===== src/rtl/vm_pkg.sv =====
// Shared constants and FSM state encoding for the vm_multi vending controller.
// No ports: imported by vm_table and vm_multi.
package vm_pkg;

    localparam int MONEY_W_DEF = 10;
    localparam int SEL_W_DEF   = 5;

    localparam logic [2:0] ST_IDLE   = 3'd0;
    localparam logic [2:0] ST_CREDIT = 3'd1;
    localparam logic [2:0] ST_VEND   = 3'd2;
    localparam logic [2:0] ST_CHANGE = 3'd3;
    localparam logic [2:0] ST_MAINT  = 3'd4;

    typedef enum logic [2:0] {
        IDLE   = ST_IDLE,
        CREDIT = ST_CREDIT,
        VEND   = ST_VEND,
        CHANGE = ST_CHANGE,
        MAINT  = ST_MAINT
    } vm_state_e;

endpackage


===== src/rtl/vm_table.sv =====
// Per-product price/stock register file for the vending controller.
// Ports: clk/rst, combinational read (rd_idx_i -> rd_price_o/rd_stock_o),
// maintenance write (wr_en_i, wr_idx_i, wr_price_i, wr_stock_i),
// vend decrement (dec_en_i, dec_idx_i).
module vm_table
    import vm_pkg::*;
#(
    parameter int N_PROD    = 32,
    parameter int SEL_W     = SEL_W_DEF,
    parameter int MONEY_W   = MONEY_W_DEF,
    parameter int STOCK_W   = 4,
    parameter int DEF_PRICE = 10,
    parameter int DEF_STOCK = 8
) (
    input  logic               clk,
    input  logic               rst,
    input  logic [SEL_W-1:0]   rd_idx_i,
    output logic [MONEY_W-1:0] rd_price_o,
    output logic [STOCK_W-1:0] rd_stock_o,
    input  logic               wr_en_i,
    input  logic [SEL_W-1:0]   wr_idx_i,
    input  logic [MONEY_W-1:0] wr_price_i,
    input  logic [STOCK_W-1:0] wr_stock_i,
    input  logic               dec_en_i,
    input  logic [SEL_W-1:0]   dec_idx_i
);

    logic [MONEY_W-1:0] price_q [N_PROD];
    logic [STOCK_W-1:0] stock_q [N_PROD];

    // Out-of-range indices read as price 0 / stock 0.
    always_comb begin
        rd_price_o = '0;
        rd_stock_o = '0;
        for (int i = 0; i < N_PROD; i++) begin
            if (rd_idx_i == SEL_W'(i)) begin
                rd_price_o = price_q[i];
                rd_stock_o = stock_q[i];
            end
        end
    end

    always_ff @(posedge clk or posedge rst) begin
        if (rst) begin
            for (int i = 0; i < N_PROD; i++) begin
                price_q[i] <= MONEY_W'(DEF_PRICE);
                stock_q[i] <= STOCK_W'(DEF_STOCK);
            end
        end else begin
            for (int i = 0; i < N_PROD; i++) begin
                if (wr_en_i && wr_idx_i == SEL_W'(i)) begin
                    price_q[i] <= wr_price_i;
                    stock_q[i] <= wr_stock_i;
                end else if (dec_en_i && dec_idx_i == SEL_W'(i)
                             && stock_q[i] != '0) begin
                    // Stock saturates at zero, never wraps.
                    stock_q[i] <= stock_q[i] - 1'b1;
                end
            end
        end
    end

endmodule


===== src/rtl/vm_multi.sv =====
// Multi-product vending controller: credit, vend, change, maintenance.
// Ports: coin (deposit/deposited), keypad (select/selected), maintenance
// writes (price/stock_in), cancel/maintenance levels; pulses refund,
// refundall, depositall, vend, soldout; held product/change; credit, state.
module vm_multi
    import vm_pkg::*;
#(
    parameter int N_PROD     = 32,
    parameter int SEL_W      = SEL_W_DEF,
    parameter int MONEY_W    = MONEY_W_DEF,
    parameter int CREDIT_MAX = 500,
    parameter int STOCK_W    = 4,
    parameter int DEF_PRICE  = 10,
    parameter int DEF_STOCK  = 8,
    parameter int MULTI_VEND = 0
) (
    input  logic               clk,
    input  logic               rst,
    input  logic [MONEY_W-1:0] deposit,
    input  logic               deposited,
    input  logic [SEL_W-1:0]   select,
    input  logic               selected,
    input  logic [MONEY_W-1:0] price,
    input  logic [STOCK_W-1:0] stock_in,
    input  logic               cancel,
    input  logic               maintenance,
    output logic               refund,
    output logic               refundall,
    output logic               depositall,
    output logic               vend,
    output logic               soldout,
    output logic [SEL_W-1:0]   product,
    output logic [MONEY_W-1:0] change,
    output logic [MONEY_W-1:0] credit,
    output logic [2:0]         state
);

    vm_state_e          state_q;
    logic               dep_q, sel_q;
    logic               refund_q, refundall_q, depositall_q;
    logic               vend_q, soldout_q;
    logic [SEL_W-1:0]   product_q;
    logic [MONEY_W-1:0] change_q, credit_q;

    logic               dep_edge, sel_edge, sel_ok;
    logic               pre_d, take_d, rej_d, buy_d, wr_d, pay_d;
    logic [MONEY_W:0]   sum_d;
    logic [MONEY_W-1:0] price_rd;
    logic [STOCK_W-1:0] stock_rd;

    vm_table #(
        .N_PROD   (N_PROD),
        .SEL_W    (SEL_W),
        .MONEY_W  (MONEY_W),
        .STOCK_W  (STOCK_W),
        .DEF_PRICE(DEF_PRICE),
        .DEF_STOCK(DEF_STOCK)
    ) u_table (
        .clk       (clk),
        .rst       (rst),
        .rd_idx_i  (select),
        .rd_price_o(price_rd),
        .rd_stock_o(stock_rd),
        .wr_en_i   (wr_d),
        .wr_idx_i  (select),
        .wr_price_i(price),
        .wr_stock_i(stock_in),
        .dec_en_i  (buy_d),
        .dec_idx_i (select)
    );

    always_comb begin
        dep_edge = deposited & ~dep_q;
        sel_edge = selected & ~sel_q;
        sel_ok   = 32'(select) < 32'(N_PROD);
        sum_d    = {1'b0, credit_q} + {1'b0, deposit};
        // A coin is preempted by any higher-priority event that cycle.
        pre_d    = cancel | maintenance
                 | (sel_edge & (state_q == CREDIT));
        take_d   = dep_edge && (deposit != '0) && !pre_d
                 && (state_q == IDLE || state_q == CREDIT)
                 && (sum_d <= (MONEY_W+1)'(CREDIT_MAX));
        // Any real coin that is not credited goes straight back.
        rej_d    = dep_edge && (deposit != '0) && !take_d;
        buy_d    = (state_q == CREDIT) && !cancel && !maintenance
                 && sel_edge && sel_ok && (stock_rd != '0)
                 && (credit_q >= price_rd);
        wr_d     = (state_q == MAINT) && maintenance && sel_edge
                 && sel_ok && (price != '0);
        pay_d    = ((state_q == CREDIT) && (cancel || maintenance))
                 || ((state_q == VEND) && (MULTI_VEND == 0));
    end

    always_ff @(posedge clk or posedge rst) begin
        if (rst) begin
            state_q      <= IDLE;
            dep_q        <= 1'b0;
            sel_q        <= 1'b0;
            refund_q     <= 1'b0;
            refundall_q  <= 1'b0;
            depositall_q <= 1'b0;
            vend_q       <= 1'b0;
            soldout_q    <= 1'b0;
            product_q    <= '0;
            change_q     <= '0;
            credit_q     <= '0;
        end else begin
            dep_q        <= deposited;
            sel_q        <= selected;
            refund_q     <= rej_d;
            refundall_q  <= 1'b0;
            depositall_q <= 1'b0;
            vend_q       <= 1'b0;
            soldout_q    <= 1'b0;
            if (take_d) begin
                credit_q <= sum_d[MONEY_W-1:0];
            end
            // Payout happens on entry to CHANGE.
            if (pay_d) begin
                change_q    <= credit_q;
                refundall_q <= (credit_q != '0);
                credit_q    <= '0;
            end
            // Vend pulses are issued on entry to VEND.
            if (buy_d) begin
                vend_q       <= 1'b1;
                depositall_q <= 1'b1;
                product_q    <= select;
                credit_q     <= credit_q - price_rd;
            end
            unique case (state_q)
                IDLE: begin
                    if (maintenance) begin
                        state_q <= MAINT;
                    end else if (take_d) begin
                        state_q <= CREDIT;
                    end
                end
                CREDIT: begin
                    if (pay_d) begin
                        state_q <= CHANGE;
                    end else if (buy_d) begin
                        state_q <= VEND;
                    end else if (sel_edge && sel_ok
                                 && stock_rd == '0) begin
                        soldout_q <= 1'b1;
                    end
                end
                VEND: begin
                    if (pay_d) begin
                        state_q <= CHANGE;
                    end else begin
                        state_q <= (credit_q != '0) ? CREDIT : IDLE;
                    end
                end
                CHANGE: begin
                    state_q <= maintenance ? MAINT : IDLE;
                end
                MAINT: begin
                    if (!maintenance) begin
                        state_q <= IDLE;
                    end
                end
                default: state_q <= IDLE;
            endcase
        end
    end

    assign refund     = refund_q;
    assign refundall  = refundall_q;
    assign depositall = depositall_q;
    assign vend       = vend_q;
    assign soldout    = soldout_q;
    assign product    = product_q;
    assign change     = change_q;
    assign credit     = credit_q;
    assign state      = state_q;

endmodule


===== config.mk =====
export PLATFORM = sky130hd
export DESIGN_NAME = vm_multi
export DESIGN_NICKNAME = d
export VERILOG_FILES = /design/src/rtl/vm_pkg.sv /design/src/rtl/vm_table.sv /design/src/rtl/vm_multi.sv
export SDC_FILE = /design/constraint.sdc
export NUM_CORES = 1
export LEC_CHECK = 0
export CAP_MARGIN = 40
export CORE_ASPECT_RATIO = 1.2
export CORE_UTILIZATION = 45
export CTS_CLUSTER_DIAMETER = 50
export DETAILED_ROUTE_END_ITERATION = 6
export GPL_ROUTABILITY_DRIVEN = 0
export SLEW_MARGIN = 30
export SYNTH_ARGS = -nofsm -noshare
export SYNTH_HDL_FRONTEND = slang
export SYNTH_SLANG_ARGS = --single-unit

===== constraint.sdc =====
create_clock -name clk -period 24 [get_ports clk]
set_input_delay 4.8 -clock clk [delete_from_list [all_inputs] [get_ports clk]]
set_output_delay 4.8 -clock clk [all_outputs]
set_load 0.1 [all_outputs]

==> summary.md, run 1 <==
| Metric | Value |
|---|---|
| Die Wd | 227 um |
| Cts hold-fix bufs | 0 |
| Max clock buf depth | 3 |
| Post-synth EDFFs | 0 |
| CP required | 24.54 ns |
| Residual DRC | 1 |
| WL final | 108000 um |
| Row count | 98 |
| Pleak | 13.9 nW |
| Synth Flop Type | dfrtp_1 |
| Final setup TNS | 0 ns |
| Largest net degree at the start of global routing | 132 |
| Drt first-iter violations | 3318 |
| Slew at the pin with the worst max-slew slack | 0.946 ns |
| Root buf cell | clkbuf_16 |
| CP Max Fanout | 64 |
| CTS sink count | 482 |
| Final Util | 52.3% |
| CTS buffer count | 57 |
| Crit path kind | input pin to register |
| H-tree depth | 2 |
| CP Capture Type | register |
| Clock Latency Late Sink | 0.64 ns |
| Num ports | 68 |
| Flops & latches, synth | 482 |
| Total congestion overflow | 0 |
| Maximum clock frequency | 0.0804 GHz |
| DRT antenna net count | 0 |
| Final Skew | 0.0310 ns |
| Final hold vios | 0 |
| Power density over the cells | 79.2 nW/um^2 |
| Post-synth top cells | nand2_1, dfrtp_1, mux2_2, o21ai_0, nor2_1 |
| Port Buffers | 67 |
| Hold Crit Class | register to register |
| Max-slew headroom | 36.1% |
| Final #Nets | 3023 |
| Slew Viols, Final | 0 |
| RSZ-0062 raised after global routing | no |
| Full die area | 61700 um^2 |
| Most frequent cell after synthesis | nand2_1 |
| Post-cts resize count | 0 |
| Initial antenna violation count | 2 |
| Fill count | 5499 |
| Failing checks | design-rule violations |
| Synth Net Count | 2994 |
| First-pass DRT Iterations | 7 |
| Gate Count Post-Synth | 2905 |
| Post-synthesis sequential area ratio | 44.6% |
| Count of final setup violators | 0 |
| Core area | 59800 um^2 |
| Final hold slack | 0.460 ns |
| Final cell count without fillers | 3781 |
| Global-route wire length before repair | 161000 um |
| Multi-input combinational cell area | 13800 um^2 |
| Status | finished, violations left |
| YS warnings | 0 |
| WL/cell | 28.5 um |
| Top-area cell type share of the netlist area | 35.4% |
| Max-cap violations | 0 |
| Initial core utilization | 45.6% |
| Top cells by area, synth | dfrtp_1, mux2_2, dfstp_2, nand2_1, o21ai_0 |
| Post-layout min period | 12.44 ns |
| Clk slew on worst S/H paths | 0.06 ns |
| Post-synthesis average cell area | 9.40 um^2 |
| GRT Total Usage | 35.1% |
| Hpwl dp | 73700 um |
| Post-synth cell types | 100 |
| CTS tree | built |
| FF/Latch Area | 12200 um^2 |
| Post-Synthesis Cell Area | 27300 um^2 |
| Vias in the first global route | 24874 |
| Worst VDD drop | 0.0563 mV |
| Placed Cells | 3671 |
| Total power | 2.48 mW |
| Die Y | 272 um |
| Number of post-CTS setup repair buffers | 0 |
| Fin crit share | 51.8% |
| Post-synth top area cell | dfrtp_1 |
| Fraction of layout cells with a size suffix above 1 | 20.1% |
| Startpoint types | input pin |
| Vias | 25146 |
| P&R area growth vs syn | 14.5% |
| Worst Path Arrival | 12.98 ns |
| Vias/cell | 6.65 |
| FFs w/ async S/R, synth | 100% |
through the flow:
stage               setup slack [ns]  instance area, um^2
floorplan                       5.91                27300
global placement               11.19                28600
detailed placement             11.06                29200
CTS                            11.68                31200
global route                   11.37                31300
finish                         11.56                31300
area by class of cell:
class,count,area share (%)
multi-input cells,2107,44.3
inverters,105,1.29
clock buffers,80,5.32
flip-flops and latches,482,38.9
well taps,800,3.20
repair buffers,181,5.98
clock inverters,25,1.01
diodes,1,0.00800
cells in the final DEF (no fill, tap or decap), types with 21 or more instances in the layout:
cell type,instances
a221oi_1,35
nand4_1,23
o211ai_1,36
a22oi_1,41
clkbuf_16,57
ha_1,52
nor3_1,81
dfrtp_1,386
nor4_1,30
buf_4,72
dfstp_2,96
nand3_1,59
a21oi_1,114
mux2_2,232
a31oi_1,25
mux2i_1,30
a211oi_1,35
nand2b_1,21
nor2_1,160
clkdlybuf4s50_1,62
inv_1,101
buf_8,32
nand2_1,481
or3_1,30
o22ai_1,49
o21ai_0,167
path summary, 6_finish.rpt:
kind / start / endpoint / slack (ns) / cells past startpoint
max: select[4] / credit[2] / 11.56 / 23
min: u_table.price_q[23] / u_table.price_q[23] / 0.46 / 2
max reg2reg: u_table.price_q[312] / credit[2] / 17.50 / 19
min reg2reg: u_table.price_q[23] / u_table.price_q[23] / 0.46 / 2
max in group asynchronous: rst / u_table.price_q[161] / 17.56 / 5
min in group asynchronous: rst / u_table.stock_q[2] / 4.62 / 2
routing by layer:
metal  GRT usage, %  vias up  share of wire (%)
met3           7.85      443                9.7
met5          0.236        -              0.023
li1               -    10706                  -
met2           53.8     1526                 45
met4           25.9        4                8.6
met1           43.1    12467                 37
report_power, final:
part / switching [mW] / total (mW) / internal [mW]
sequential: 0.0662 / 0.959 / 0.892
combinational: 0.378 / 0.596 / 0.217
clock: 0.380 / 0.922 / 0.542
kinds of logic after synthesis:
kind of cell	share of synthesized area [%]
AOI/OAI and AO/OA	18.4
xor gates and xnor gates	0.577
buffers and inverters	4.89
adders and majority gates	2.53
and+or+nand+nor	18.1
muxes	10.8
DFF	44.6
worst max-delay path, cell delays in order:
cell and delay (ns):
clkdlybuf4s50_1 0.46, buf_4 0.43, nand2b_1 0.74, nor2_1 0.36
a22oi_1 0.33, a41oi_1 0.31, o21ai_0 0.51, a21oi_1 0.21
a221oi_1 0.59, a21oi_1 0.30, nor3_1 0.21, ha_1 0.31
nor2b_1 0.15, o21ai_0 0.22, a21boi_1 0.14, o31ai_1 0.40
a31o_2 0.28, nor3_1 0.09, o21ai_4 0.09, buf_4 0.48
buf_4 0.72, nand2_1 0.41, o22ai_1 0.26
sequential cells by signal (all words and copies together) (netlist names):
signal           cells
state                3
vend                 1
u_table.price_q    320
u_table.stock_q    128
dep_q                1
refundall            1
product              5
refund               1
sel_q                1
credit              10
change              10
soldout              1
(Power assumes the default switching activity.)
==> run 2: changes to the inputs <==
clock period = 12 ns   (was 24 ns; I/O delays follow)
==> run 2 against run 1 <==
Compared with the run above: the run still ends with design-rule violations left; global-route usage decreased by 0.18 points; die area unchanged; critical path depth unchanged; final cell count increased by 0.19%; core utilization increased by 0.096 points; combinational power increased by 100%; critical path type unchanged; largest power group unchanged.
==> summary.md, run 2 (synthesized netlist as in run 1, its figures left out) <==
| Metric | Value |
|---|---|
| Worst path slowest cell | a2111oi_1 |
| WL final | 108000 um (-0.12%) |
| Post-cts resize count | 0 (unchanged) |
| CTS tree | built |
| Num ports | 68 (unchanged) |
| Worst VDD drop | 0.101 mV (+80%) |
| Final #Nets | 3022 (-0.033%) |
| Power density over the cells | 159 nW/um^2 (+100%) |
| Largest regs | u_table.price_q: 320 flops, u_table.stock_q: 128 flops |
| Power share of the combinational group | 24.1% (about the same) |
| Global-route wire length before repair | 159000 um (-1.4%) |
| Final Skew | 0.0354 ns (+0.00434 ns) |
| Post-route met1 wirelength | 39900 um (+0.57%) |
| WL met2 | 48800 um (+1.3%) |
| Startpoint types | input pin |
| Max clock buf depth | 3 (unchanged) |
| R2R Setup Slk | 5.82 ns (-11.68 ns) |
| DR WL met3 | 9120 um (-13%) |
| Vias | 25119 (-0.11%) |
| Count of final setup violators | 0 (unchanged) |
| Most frequent cell on the critical path | buf_4 |
| CP Max Fanout | 59 (-7.8%) |
| Hold Crit Class | register to register |
| Clock Latency Late Sink | 0.66 ns (+0.02 ns) |
| H-tree depth | 2 (unchanged) |
| Vias/cell | 6.63 (-0.29%) |
| CP delay by family, top | compound AO/OA/AOI/OAI gates |
| Maximum clock frequency | 0.107 GHz |
| Status | finished, violations left |
| Drt first-iter violations | 3011 (-9.3%) |
| Slew Viols, Final | 0 (unchanged) |
| Final setup TNS | 0 ns (unchanged) |
| CP required | 12.56 ns (-11.98 ns) |
| Crit path kind | input pin to register |
| Full die area | 61700 um^2 (unchanged) |
| Register name with the most flops | u_table.price_q |
| Worst Path Arrival | 9.88 ns (-3.10 ns) |
| Net Sw Frac | 33.9% (+0.59 points) |
| DRT antenna net count | 0 (unchanged) |
| Max-slew headroom | 37.7% (+1.6 points) |
| Max incr delay on CP | 0.76 ns (+0.02 ns) |
| Setup crit end | credit[6] |
| Fin crit share | 77.7% |
| Final hold vios | 0 (unchanged) |
| Reg2reg path depth | 19 (unchanged) |
| Worst Path Buf+Inv | 6 (+2) |
| CTS buffer count | 60 (+5.3%) |
| Clk slew on worst S/H paths | 0.06 ns (about the same) |
| GRT Total Usage | 34.9% (-0.18 points) |
| Die Wd | 227 um (unchanged) |
| Max-cap violations | 0 (unchanged) |
| Clock network fraction of total power | 37.3% (about the same) |
| P&R area growth vs syn | 14.7% |
| RSZ-0062 raised after global routing | no |
| Pleak | 14.0 nW (about the same) |
| Commonest non-fill, non-tap cell in the layout | nand2_1 |
| Fraction of layout cells with a size suffix above 1 | 20.4% (+0.31 points) |
| Commonest non-fill, non-tap cells in the layout | nand2_1, dfrtp_1, mux2_2 |
| Row count | 98 (unchanged) |
| WL/cell | 28.4 um (-0.30%) |
| Placed Cells | 3666 (-0.14%) |
| CTS sink count | 482 (unchanged) |
| Worst-path cell chain | clkdlybuf4s50_1 -> buf_4 -> nand2b_1 -> buf_8 -> nor2_1 -> clkbuf_4 -> a221o_1 -> a221oi_1 -> o21a_1 -> a21oi_1 -> a2111oi_1 -> o21ai_0 -> a21oi_1 -> ha_1 -> or2_2 -> a211oi_1 -> a31o_2 -> nor3_1 -> o21ai_4 -> buf_4 -> buf_4 -> nand2_1 -> o22ai_1 |
| Port Buffers | 67 (unchanged) |
| Fill count | 5483 (-0.29%) |
| Share of power burned in registers | 38.6% (about the same) |
| Max FFs per register | 320 (unchanged) |
| Worst reg2reg path startpoint | u_table.price_q[297] |
| R2r endpoint | credit[6] |
| P_int | 3.29 mW (+99%) |
| Residual DRC | 3 (+2) |
| Top Metal Used | met5 |
| Final cell count without fillers | 3788 (+0.19%) |
| Largest net degree at the start of global routing | 155 (+17%) |
| Failing checks | design-rule violations |
| WP depth | 23 (unchanged) |
| Core area | 59800 um^2 (unchanged) |
| Final hold slack | 0.458 ns (-0.00207 ns) |
| Net Sw Power | 1.68 mW (+100%) |
| Initial core utilization | 45.6% (unchanged) |
| Die Y | 272 um (unchanged) |
| First-pass DRT Iterations | 7 (unchanged) |
| Hpwl dp | 72700 um (-1.4%) |
| Number of post-CTS setup repair buffers | 0 (unchanged) |
| Post-layout min period | 9.33 ns |
| CP Capture Type | register |
| Root buf cell | clkbuf_16 |
| Vias in the first global route | 24418 (-1.8%) |
| Cts hold-fix bufs | 0 (unchanged) |
| Initial antenna violation count | 4 (+2) |
| Worst Setup SP | select[4] |
| Slew at the pin with the worst max-slew slack | 0.926 ns (-0.0202 ns) |
| Total congestion overflow | 0 (unchanged) |
run 2: changes by cell type in the layout (fill, tap and decap cells not counted), moves of 3 or more:
cell / before / now
clkinv_2: 6 / 14
clkbuf_8: 15 / 9
buf_4: 72 / 67
clkbuf_1: 8 / 4
clkbuf_16: 57 / 61
clkinv_4: 2 / 6
clkinvlp_4: 3 / 7
buf_2: 5 / 2
diode_2: 1 / 4
inv_6: 5 / 8
run 2: final cells by class:
cell class	count	area (um^2)	share of cell area [%]
diodes	4	10.0	0.0319
clock buffers	74	1670	5.31
clock inverters	39	363	1.16
inverters	105	400	1.28
multi-input cells	2107	13800	44.2
flip-flops and latches	482	12200	38.9
well taps	800	1000	3.19
repair buffers	177	1870	5.98
run 2: worst reg2reg max path, stage by stage (launching register included):
cell	delay, ns
dfrtp_1	0.38
nor2_1	0.08
nor2_1	0.05
a221o_1	0.32
a221oi_1	0.51
o21a_1	0.23
a21oi_1	0.13
a2111oi_1	0.76
o21ai_0	0.29
a21oi_1	0.23
ha_1	0.26
or2_2	0.30
a211oi_1	0.24
a31o_2	0.23
nor3_1	0.10
o21ai_4	0.10
buf_4	0.52
buf_4	0.69
nand2_1	0.41
o22ai_1	0.25
run 2: power by group through the flow:
stage          registers, mW  logic (mW)  clock network [mW]
3_3_place_gp            1.93        1.05                   0
2_1_floorplan           2.12       0.559                   0
5_1_grt                 1.93        1.27                1.93
4_1_cts                 1.91        1.18                1.87
3_5_place_dp            1.94        1.18                   0
6_report                1.92        1.20                1.86
run 2: layer usage:
layer / global-route usage, % / vias to the layer above
met5: 0 / -
met4: 27.7 / 2
met3: 6.99 / 480
met2: 54.4 / 1467
met1: 42.0 / 12456
li1: - / 10714
run 2: how the worst min path moves through the flow:
| stage | from | end | slack, ns | depth (start not counted) |
|---|---|---|---|---|
| finish | u_table.price_q[33] | u_table.price_q[33] | 0.46 | 2 |
| floorplan | u_table.price_q[13] | u_table.price_q[13] | 0.44 | 2 |
| CTS | u_table.price_q[11] | u_table.price_q[11] | 0.46 | 2 |
| detailed placement | u_table.price_q[161] | u_table.price_q[161] | 0.45 | 2 |
| global placement | u_table.price_q[51] | u_table.price_q[51] | 0.45 | 2 |
| global route | u_table.price_q[13] | u_table.price_q[13] | 0.47 | 2 |
run 2: through the flow:
step	total power, mW	area, um^2	setup WS [ns]	utilization [%]
global placement	2.98	28600	1.81	47.7
CTS	4.96	31200	2.49	52.2
global route	5.14	31300	2.53	52.4
detailed placement	3.12	29200	1.88	48.8
floorplan	2.67	27300	3.15	-
finish	4.97	31300	2.67	52.4
